[src/rtl/dphy_rx_pkg.sv]
// dphy_rx_pkg: shared types and helpers for the D-PHY HS receive byte path.
package dphy_rx_pkg;

    // Byte aligner state machine encoding.
    typedef enum logic [1:0] {
        ST_IDLE     = 2'd0,
        ST_SEARCH   = 2'd1,
        ST_LOCKED   = 2'd2,
        ST_WAIT_LOW = 2'd3
    } align_state_t;

    // HS leader-sequence byte, bit 0 = earliest received bit.
    localparam logic [7:0] SYNC_BYTE_DEFAULT = 8'hB8;

    // Index of the lowest set bit of an 8-bit vector (0 when the vector is empty).
    function automatic logic [2:0] lowest_set_idx(input logic [7:0] vec);
        logic [2:0] idx;
        if (vec[0])      idx = 3'd0;
        else if (vec[1]) idx = 3'd1;
        else if (vec[2]) idx = 3'd2;
        else if (vec[3]) idx = 3'd3;
        else if (vec[4]) idx = 3'd4;
        else if (vec[5]) idx = 3'd5;
        else if (vec[6]) idx = 3'd6;
        else if (vec[7]) idx = 3'd7;
        else             idx = 3'd0;
        return idx;
    endfunction

endpackage

[src/rtl/dphy_sync_detect.sv]
// dphy_sync_detect: looks for the sync byte at all 8 bit offsets of a 16-bit
// window and reports the lowest matching offset.
// Build macro DPHY_SYNC_ERR_TOLERANT_EN: when no exact match exists, a slice one
// bit away from the sync byte is accepted and flagged on o_soft.
module dphy_sync_detect
    import dphy_rx_pkg::*;
#(
    parameter logic [7:0] SYNC_BYTE = SYNC_BYTE_DEFAULT
) (
    input  logic [15:0] i_win,
    output logic        o_hit,
    output logic [2:0]  o_offset
`ifdef DPHY_SYNC_ERR_TOLERANT_EN
    ,
    output logic        o_soft
`endif
);

    logic [7:0] w_exact;
`ifdef DPHY_SYNC_ERR_TOLERANT_EN
    logic [7:0] w_near;
`endif

    for (genvar g = 0; g < 8; g++) begin : g_slice
        assign w_exact[g] = (i_win[g+7:g] == SYNC_BYTE);
`ifdef DPHY_SYNC_ERR_TOLERANT_EN
        logic [7:0] w_diff;
        assign w_diff    = i_win[g+7:g] ^ SYNC_BYTE;
        // Exactly one differing bit: non-zero and a power of two.
        assign w_near[g] = (w_diff != 8'd0) && ((w_diff & (w_diff - 8'd1)) == 8'd0);
`endif
    end

    // Priority select: exact matches always beat 1-bit matches, lowest offset wins.
    always_comb begin
        o_hit    = 1'b0;
        o_offset = 3'd0;
`ifdef DPHY_SYNC_ERR_TOLERANT_EN
        o_soft   = 1'b0;
`endif
        if (|w_exact) begin
            o_hit    = 1'b1;
            o_offset = lowest_set_idx(w_exact);
        end
`ifdef DPHY_SYNC_ERR_TOLERANT_EN
        else if (|w_near) begin
            o_hit    = 1'b1;
            o_offset = lowest_set_idx(w_near);
            o_soft   = 1'b1;
        end
`endif
        else begin
            o_hit    = 1'b0;
            o_offset = 3'd0;
        end
    end

endmodule

[src/rtl/dphy_hs_byte_align.sv]
// dphy_hs_byte_align: per-lane HS sync search and byte alignment in the byte
// clock domain. Locks the bit offset of the sync byte and then streams aligned
// payload bytes. Build macro DPHY_SYNC_ERR_TOLERANT_EN adds 1-bit-error sync
// acceptance and the sync_soft_err_o port.
module dphy_hs_byte_align
    import dphy_rx_pkg::*;
#(
    parameter logic [7:0]  SYNC_BYTE    = SYNC_BYTE_DEFAULT,
    parameter int unsigned SYNC_TIMEOUT = 32'd32
) (
    input  logic       byte_clk_i,
    input  logic       rst_i,
    input  logic       hs_active_i,
    input  logic [7:0] byte_data_i,
    output logic [7:0] byte_o,
    output logic       byte_valid_o,
    output logic       sync_found_o,
    output logic       sync_err_o,
    output logic       locked_o
`ifdef DPHY_SYNC_ERR_TOLERANT_EN
    ,
    output logic       sync_soft_err_o
`endif
);

    // Last search cycle index; the timeout fires when the timer sits here unmatched.
    localparam logic [7:0] TIMER_LAST = 8'(SYNC_TIMEOUT - 32'd1);

    align_state_t r_state;
    logic [7:0]   r_prev;
    logic [7:0]   r_timer;
    logic [2:0]   r_offset;
    logic [7:0]   r_byte;
    logic         r_valid;
    logic         r_found;
    logic         r_err;
    logic         r_locked;

    logic [15:0]  w_win;
    logic [7:0]   w_aligned;
    logic         w_hit;
    logic [2:0]   w_offset;
`ifdef DPHY_SYNC_ERR_TOLERANT_EN
    logic         w_soft;
    logic         r_soft;
`endif

    // Previous word sits in the low half: its bits were received first.
    assign w_win     = {byte_data_i, r_prev};
    assign w_aligned = w_win[{1'b0, r_offset} +: 8];

    dphy_sync_detect #(
        .SYNC_BYTE (SYNC_BYTE)
    ) u_sync_detect (
        .i_win    (w_win),
        .o_hit    (w_hit),
        .o_offset (w_offset)
`ifdef DPHY_SYNC_ERR_TOLERANT_EN
        ,
        .o_soft   (w_soft)
`endif
    );

    // Previous-word register feeding the 16-bit search/alignment window.
    always_ff @(posedge byte_clk_i or negedge rst_i) begin
        if (!rst_i) begin
            r_prev <= 8'd0;
        end else begin
            r_prev <= byte_data_i;
        end
    end

    // Alignment FSM with search timer and registered status/data outputs.
    always_ff @(posedge byte_clk_i or negedge rst_i) begin
        if (!rst_i) begin
            r_state  <= ST_IDLE;
            r_timer  <= 8'd0;
            r_offset <= 3'd0;
            r_byte   <= 8'd0;
            r_valid  <= 1'b0;
            r_found  <= 1'b0;
            r_err    <= 1'b0;
            r_locked <= 1'b0;
`ifdef DPHY_SYNC_ERR_TOLERANT_EN
            r_soft   <= 1'b0;
`endif
        end else begin
            r_valid <= 1'b0;
            r_found <= 1'b0;
            r_err   <= 1'b0;
`ifdef DPHY_SYNC_ERR_TOLERANT_EN
            r_soft  <= 1'b0;
`endif
            if (!hs_active_i) begin
                // Leaving HS mode aborts everything; a match this cycle is ignored.
                r_state  <= ST_IDLE;
                r_locked <= 1'b0;
            end else begin
                case (r_state)
                    ST_IDLE: begin
                        r_state <= ST_SEARCH;
                        r_timer <= 8'd0;
                    end
                    ST_SEARCH: begin
                        if (w_hit) begin
                            // A match wins over a simultaneous timeout.
                            r_offset <= w_offset;
                            r_found  <= 1'b1;
                            r_locked <= 1'b1;
                            r_state  <= ST_LOCKED;
`ifdef DPHY_SYNC_ERR_TOLERANT_EN
                            r_soft   <= w_soft;
`endif
                        end else if (r_timer == TIMER_LAST) begin
                            r_err   <= 1'b1;
                            r_state <= ST_WAIT_LOW;
                        end else begin
                            r_timer <= r_timer + 8'd1;
                        end
                    end
                    ST_LOCKED: begin
                        r_byte  <= w_aligned;
                        r_valid <= 1'b1;
                    end
                    ST_WAIT_LOW: begin
                        // No re-search inside the same burst.
                        r_state <= ST_WAIT_LOW;
                    end
                    default: begin
                        r_state  <= ST_IDLE;
                        r_locked <= 1'b0;
                    end
                endcase
            end
        end
    end

    assign byte_o       = r_byte;
    assign byte_valid_o = r_valid;
    assign sync_found_o = r_found;
    assign sync_err_o   = r_err;
    assign locked_o     = r_locked;
`ifdef DPHY_SYNC_ERR_TOLERANT_EN
    assign sync_soft_err_o = r_soft;
`endif

endmodule

[config.mk]
export PLATFORM = sky130hd
export DESIGN_NAME = dphy_hs_byte_align
export DESIGN_NICKNAME = d
export VERILOG_FILES = /design/src/rtl/dphy_rx_pkg.sv /design/src/rtl/dphy_sync_detect.sv /design/src/rtl/dphy_hs_byte_align.sv
export SDC_FILE = /design/constraint.sdc
export NUM_CORES = 1
export LEC_CHECK = 0
export BUFFER_PORTS_ARGS = -buffer_cell sky130_fd_sc_hd__clkbuf_2
export CORE_MARGIN = 3
export CORE_UTILIZATION = 57
export CTS_CLUSTER_DIAMETER = 100
export DETAILED_ROUTE_END_ITERATION = 6
export GPL_ROUTABILITY_DRIVEN = 0
export HOLD_SLACK_MARGIN = 0.03
export PLACE_DENSITY = 0.74
export SYNTH_ARGS = -nofsm -noshare
export SYNTH_HDL_FRONTEND = slang
export SYNTH_HIERARCHICAL = 1
export SYNTH_SLANG_ARGS = --single-unit
[constraint.sdc]
create_clock -name byte_clk_i -period 2.4 [get_ports byte_clk_i]
set_input_delay 0.24 -clock byte_clk_i [delete_from_list [all_inputs] [get_ports byte_clk_i]]
set_output_delay 0.24 -clock byte_clk_i [all_outputs]
set_load 0.1 [all_outputs]
# Word-level counts from Yosys, hierarchy flattened
# Cells that the tools add are included.
word_totals:
  reg_bits: 33
  latchBits: 0
  mem_bits_rw: 0
  rom_bits: 0
  input_bits: 11
  output_inout_bits: 12
  word_cells: 66
  n_memories: 0
classes:
  n_addsub: 1
  multipliers: 0
  n_div: 0
  n_lt_le_gt_ge: 0
  eq_ne: 18
  shift: 1
  mux: 29
  bitwise_logic: 0
  reduce_logical: 8
op_table:
  columns: ["cell", "count"]
  rows:
  - ["equality test 8 bit, second input constant", 8]
  - ["two-way mux 3 bit", 9]
  - ["two-way mux 8 bit", 2]
  - ["one-hot mux 8 bit (2 select lines)", 1]
  - ["indexed part select 16 x 4 -> 8 bit", 1]
  - ["two-way mux 1 bit", 13]
  - ["adder 8 x 1 -> 8 bit, second input constant", 1]
  - ["equality test 8 x 5 -> 1 bit, second input constant", 1]
  - ["OR reduction 8 bit", 1]
  - ["two-way mux 2 bit", 3]
  - ["one-hot mux 2 bit (3 select lines)", 1]
  - ["AND reduction 2 bit", 3]
  - ["equality test 2 bit, second input constant", 2]
  - ["!= test 2 x 1 -> 1 bit, second input constant", 2]
  - ["!= test 2 bit, second input constant", 2]
  - ["!= test 4 x 1 -> 1 bit, second input constant", 1]
  - ["!= test 4 x 3 -> 1 bit, second input constant", 1]
  - ["AND reduction 4 bit", 1]
  - ["AND reduction 3 bit", 1]
  - ["equality test 2 x 1 -> 1 bit, second input constant", 1]
  - ["zero test 2 bit", 1]
  - ["nonzero test 2 bit", 1]

# Logic depth before layout (Yosys ltp)
depth:
  ltp_word: 10
  depth_mapped: 7
  ltp_nobuf: 7

# Hierarchy
# The synthesis kept the hierarchy.
modules_own_cells:
  columns: ["mod", "n_inst", "cells_per_inst", "area_per_inst_um2", "seq_area_each_um2"]
  rows:
  - ["dphy_hs_byte_align", 1, 129, 1674.1, 825.8]
  - ["dphy_sync_detect", 1, 22, 214.0, 0.0]

# Worst setup path after synthesis
# No wires, ideal clock.
synth_path:
  kind: "register to register"
  from: "register r_prev[7]"
  to: "register r_timer[5]"
  setup_time_ns: 0.074
  t_arrival_ns: 1.898
  required_time_ns: 2.326
  setup_slack_ns: 0.427
  stages_incl_launch_ff: 8
  n_path_buf: 0
  period_less_slack_ns: 1.973
  path_cell_list: "dfrtp_1 -> and4bb_2 -> o21ai_2 -> nand4_1 -> and4bb_2 -> o41ai_4 -> or3_2 -> o21ai_2"
synth_between:
  elab_chain_cells: 5
  elab_cells_between_ends: 12
  cone_classes: "eq/ne: 9; mux: 1; reduce/logical: 2"
synth_lines:
  columns: ["element", "line_no", "source"]
  rows:
  - ["start: declaration", "dphy_hs_byte_align.sv:30", "logic [7:0] r_prev;"]
  - ["start signal: assignment", "dphy_hs_byte_align.sv:69", "r_prev <= byte_data_i;"]
  - ["equality test 8 bit", "dphy_sync_detect.sv:25", "assign w_exact[g] = (i_win[g+7:g] == SYNC_BYTE);"]
  - ["OR reduction 8 bit *", "dphy_sync_detect.sv:41", "if (|w_exact) begin"]
  - ["two-way mux 1 bit *", "dphy_sync_detect.sv:41", null]
  - ["net w_hit", "dphy_hs_byte_align.sv:41", "logic w_hit;"]
  - ["!= test 2 bit (no line) *", null, null]
  - ["AND reduction 4 bit (no line) *", null, null]
  - ["end signal: assignment", "dphy_hs_byte_align.sv:118", "r_timer <= r_timer + 8'd1;"]
  - ["end: declaration", "dphy_hs_byte_align.sv:31", "logic [7:0] r_timer;"]
# The timed path passes the listed nets; every way through them passes the cells marked *.
# A chain may end at the register's enable or synchronous reset.

# Final worst setup path
layout_path:
  from: "input port byte_data_i[6]"
  to: "register r_timer[5]"
layout_between:
  elab_chain_cells: 5
layout_lines:
  columns: ["element", "line_no", "source"]
  rows:
  - ["start: declaration", "dphy_hs_byte_align.sv:14", "input logic [7:0] byte_data_i,"]
  - ["equality test 8 bit", "dphy_sync_detect.sv:25", null]
  - ["OR reduction 8 bit", "dphy_sync_detect.sv:41", null]
  - ["two-way mux 1 bit", "dphy_sync_detect.sv:41", null]
  - ["net w_hit", "dphy_hs_byte_align.sv:41", null]
  - ["!= test 2 bit (no line)", null, null]
  - ["AND reduction 4 bit (no line)", null, null]
# The timed path passes the listed nets, and every way through them passes these cells.

==> flow_summary.json <==
{
  "die-area_sq_mm": 0.00404,
  "status": "complete, no violations",
  "power_frac_clock_pct": 22.7,
  "finalCritPeriodShare_pct": 94.3,
  "synthAdderAreaFrac_pct": 0.663,
  "io_buffers": 22,
  "vdd_drop_max_mv": 0.286,
  "vias": 1377,
  "cts.clk_slew.worst_paths_ns": 0.10,
  "grt-busiest-layer": "met2",
  "cp.arrival_ns": 2.53,
  "drive_above_1_share_pct": 32.6,
  "p_per_area_mw_per_mm2": 598,
  "synth_top_area_share_pct": 43.7,
  "antenna_found_initial": 0,
  "finalSetupViolCount": 0,
  "grt_max_degree": 34,
  "synth_xor_area_share_pct": 0,
  "power.leakage_nw": 0.944,
  "use_met2_pct": 31.8,
  "ys_types": 38,
  "synth.cell_area_sq_mm": 0.00189,
  "wl_mm": 3.77,
  "seqPwrFrac_pct": 49.9,
  "synthArstFlopShare_pct": 100,
  "timing.rr.start": "r_prev[7]",
  "synth_mux_area_share_pct": 20.3,
  "cts_max_level": 2,
  "synth.area.top_cells": "dfrtp_1, mux4_2, and4bb_1",
  "hold_viol": 0,
  "antenna_left": 0,
  "synth_edf_count": 0,
  "fin_skew_ns": 0.00816,
  "hold_start": "byte_data_i[5]",
  "die_w_um": 63.6,
  "drcViolationCount": 0,
  "grt_pass1_vias": 1346,
  "synth_top_family_by_area": "multiplexers",
  "post-route-min-period_ns": 2.26,
  "vias_per_cell": 6.12,
  "die_y_um": 63.6,
  "intPower_mw": 0.791,
  "worstSetupPathType": "primary input to flip-flop",
  "yosys.area_share.simple_pct": 19.3,
  "hold_class": "primary input to flip-flop",
  "yosysTopAreaCell": "dfrtp_1",
  "p_sw_mw": 0.476,
  "clk_latency_ns": 0.33,
  "synth_seq_cells": 33,
  "p_sw_share_pct": 37.6,
  "io-pin-count": 23,
  "grt_first_pass_wirelength_mm": 6.50,
  "antennaDiodeCount": 0,
  "crit_fanout": 6,
  "syn_inst": 151,
  "maxCapViolCount": 0,
  "cts_sinks": 33,
  "fin_tns_setup_ns": 0,
  "yosysWarnings": 6,
  "rsz0062_at_grt": "false",
  "slew-limit-headroom_pct": 48.0,
  "ys.flop_type": "dfrtp_1",
  "dp_hpwl_mm": 2.73,
  "fin_util_pct": 68.3,
  "drt_iter0_markers": 108,
  "overflow": 0,
  "cp-end-kind": "flip-flop",
  "synthesis.nets": 163,
  "grt_use_met1_pct": 28.5,
  "start_util_pct": 60.8,
  "syn_to_final_growth_pct": 12.3,
  "cts_tree": "yes",
  "max_slew.worst_pin.slew_ns": 0.780,
  "grt_usage_pct": 20.7,
  "cts_buffer_depth": 2,
  "cts_buffers": 5,
  "synth_compound_area_share_pct": 13.9,
  "crit_start": "byte_data_i[6]",
  "dpl_worst_slack_ns": 0.215,
  "final_nets": 192,
  "coreArea_sq_mm": 0.00310,
  "synth.yosys.seq_area_share_pct": 43.7,
  "fin_ws_ns": 0.138,
  "wl_per_cell_um": 16.7,
  "post_cts_buffers": 0,
  "fmax_ghz": 0.442,
  "cp-start-kind": "primary input",
  "required_ns": 2.67,
  "grtUsageMet3_pct": 4.28,
  "syn_area_per_cell_sq_um": 12.5,
  "slew_violations": 0,
  "row_count": 20,
  "cts-root-buf": "clkbuf_4",
  "hold_slack_ns": 0.0783,
  "dr.pass1.iters": 4,
  "p_comb_share_pct": 27.4
}
## final timing paths
kind | endpoint | cells past startpoint | slack [ns]
setup / recovery | r_timer[5] | 9 | 0.14
hold / removal | r_prev[5] | 1 | 0.08
setup reg to reg | r_timer[5] | 7 | 0.17
hold reg to reg | byte_o[4] | 2 | 0.49
max in group asynchronous | r_prev[6] | 2 | 1.39
min in group asynchronous | r_timer[6] | 2 | 0.52
## synth_stat cells (2+ instances only)
master	n
o21ai_2	4
nor4_1	2
and4bb_1	8
o21ai_0	13
o31ai_1	2
and4bb_2	5
nand3_1	3
and2_1	3
mux2i_1	8
mux2_2	3
nand2_1	15
a22oi_1	2
nor2b_1	2
a21oi_1	4
mux4_2	12
inv_1	5
o21ai_1	4
nor2_1	3
and3_1	2
dfrtp_1	33
## area by class of cell
class                   count  area (sq um)
clock buffers               8          48.8
inverters                   5          18.8
multi-input cells         109          1020
well taps                  44          55.1
flip-flops and latches     33           826
repair buffers             26           148
fillers                   242           983
## kinds of logic (layout without fill, tap and decap cells)
group / after synthesis / in the layout
AND/OR/NAND/NOR: 49 / 49
AO/OA/AOI/OAI: 36 / 36
flip-flops: 33 / 33
multiplexers: 23 / 23
buffers and inverters: 9 / 39
adder cells (fa/ha/maj): 1 / 1
## registers in the layout, indices dropped and copies added, names as in the netlist
signal        cells
r_state           2
r_prev            8
sync_err_o        1
r_offset          3
locked_o          1
r_timer           8
sync_found_o      1
byte_o            8
byte_valid_o      1
## critical path: stages
cell and delay (ns):
dlygate4sd3_1 0.53, clkbuf_2 0.11, and4bb_1 0.22, o21ai_2 0.18, nand4_1 0.21, and4bb_2 0.42, o41ai_4 0.12, or3_2 0.44
o21ai_2 0.06
## metrics by stage
stage / cells / power [mW] / instance area [sq um]
floorplan: 151 / 0.908 / 1890
global placement: 214 / 0.982 / 2040
detailed placement: 214 / 0.988 / 2040
CTS: 225 / 1.28 / 2120
global route: 225 / 1.34 / 2120
finish: 225 / 1.27 / 2120
## cell usage in the layout (no fill, tap or decap), drive strengths merged
cell type | synthesis | layout
dfrtp | 33 | 33
clkbuf | 1 | 30
o21ai | 21 | 21
nand2 | 15 | 15
and4bb | 13 | 13
mux4 | 12 | 12
mux2i | 8 | 8
inv | 5 | 5
a21oi | 5 | 5
and2 | 3 | 3
nand3 | 3 | 3
mux2 | 3 | 3
nor2 | 3 | 3
dlygate4sd3 | 0 | 3
nor4 | 2 | 2
nor2b | 2 | 2
and3 | 2 | 2
o31ai | 2 | 2
a22oi | 2 | 2
nand4 | 2 | 2
o41ai | 2 | 2
nand3b | 1 | 1
or4b | 1 | 1
o211ai | 1 | 1
o211a | 1 | 1
a211o | 1 | 1
nand2b | 1 | 1
a31oi | 1 | 1
or3 | 1 | 1
ha | 1 | 1
buf | 3 | 1
## layer usage
layer / part of all wire [%] / routed length (um)
met2: 47 / 1770
met3: 5.2 / 195
met1: 47 / 1760
met5: 0 / 0
met4: 1.3 / 50
## power groups by stage
stage | combinational (mW) | sequential [mW] | clock, mW
CTS | 0.350 | 0.632 | 0.295
detailed placement | 0.345 | 0.643 | 0
finish | 0.348 | 0.633 | 0.288
global route | 0.368 | 0.640 | 0.328
floorplan | 0.0842 | 0.824 | 0
global placement | 0.342 | 0.640 | 0
## timing repair
| action | in CTS | in global routing |
|---|---|---|
| gates resized for setup | 0 | 0 |
| hold buffers | 3 | 0 |
| endpoints found under the hold margin | 35 | 0 |
No activity file was read; power rests on OpenSTA's default activity.
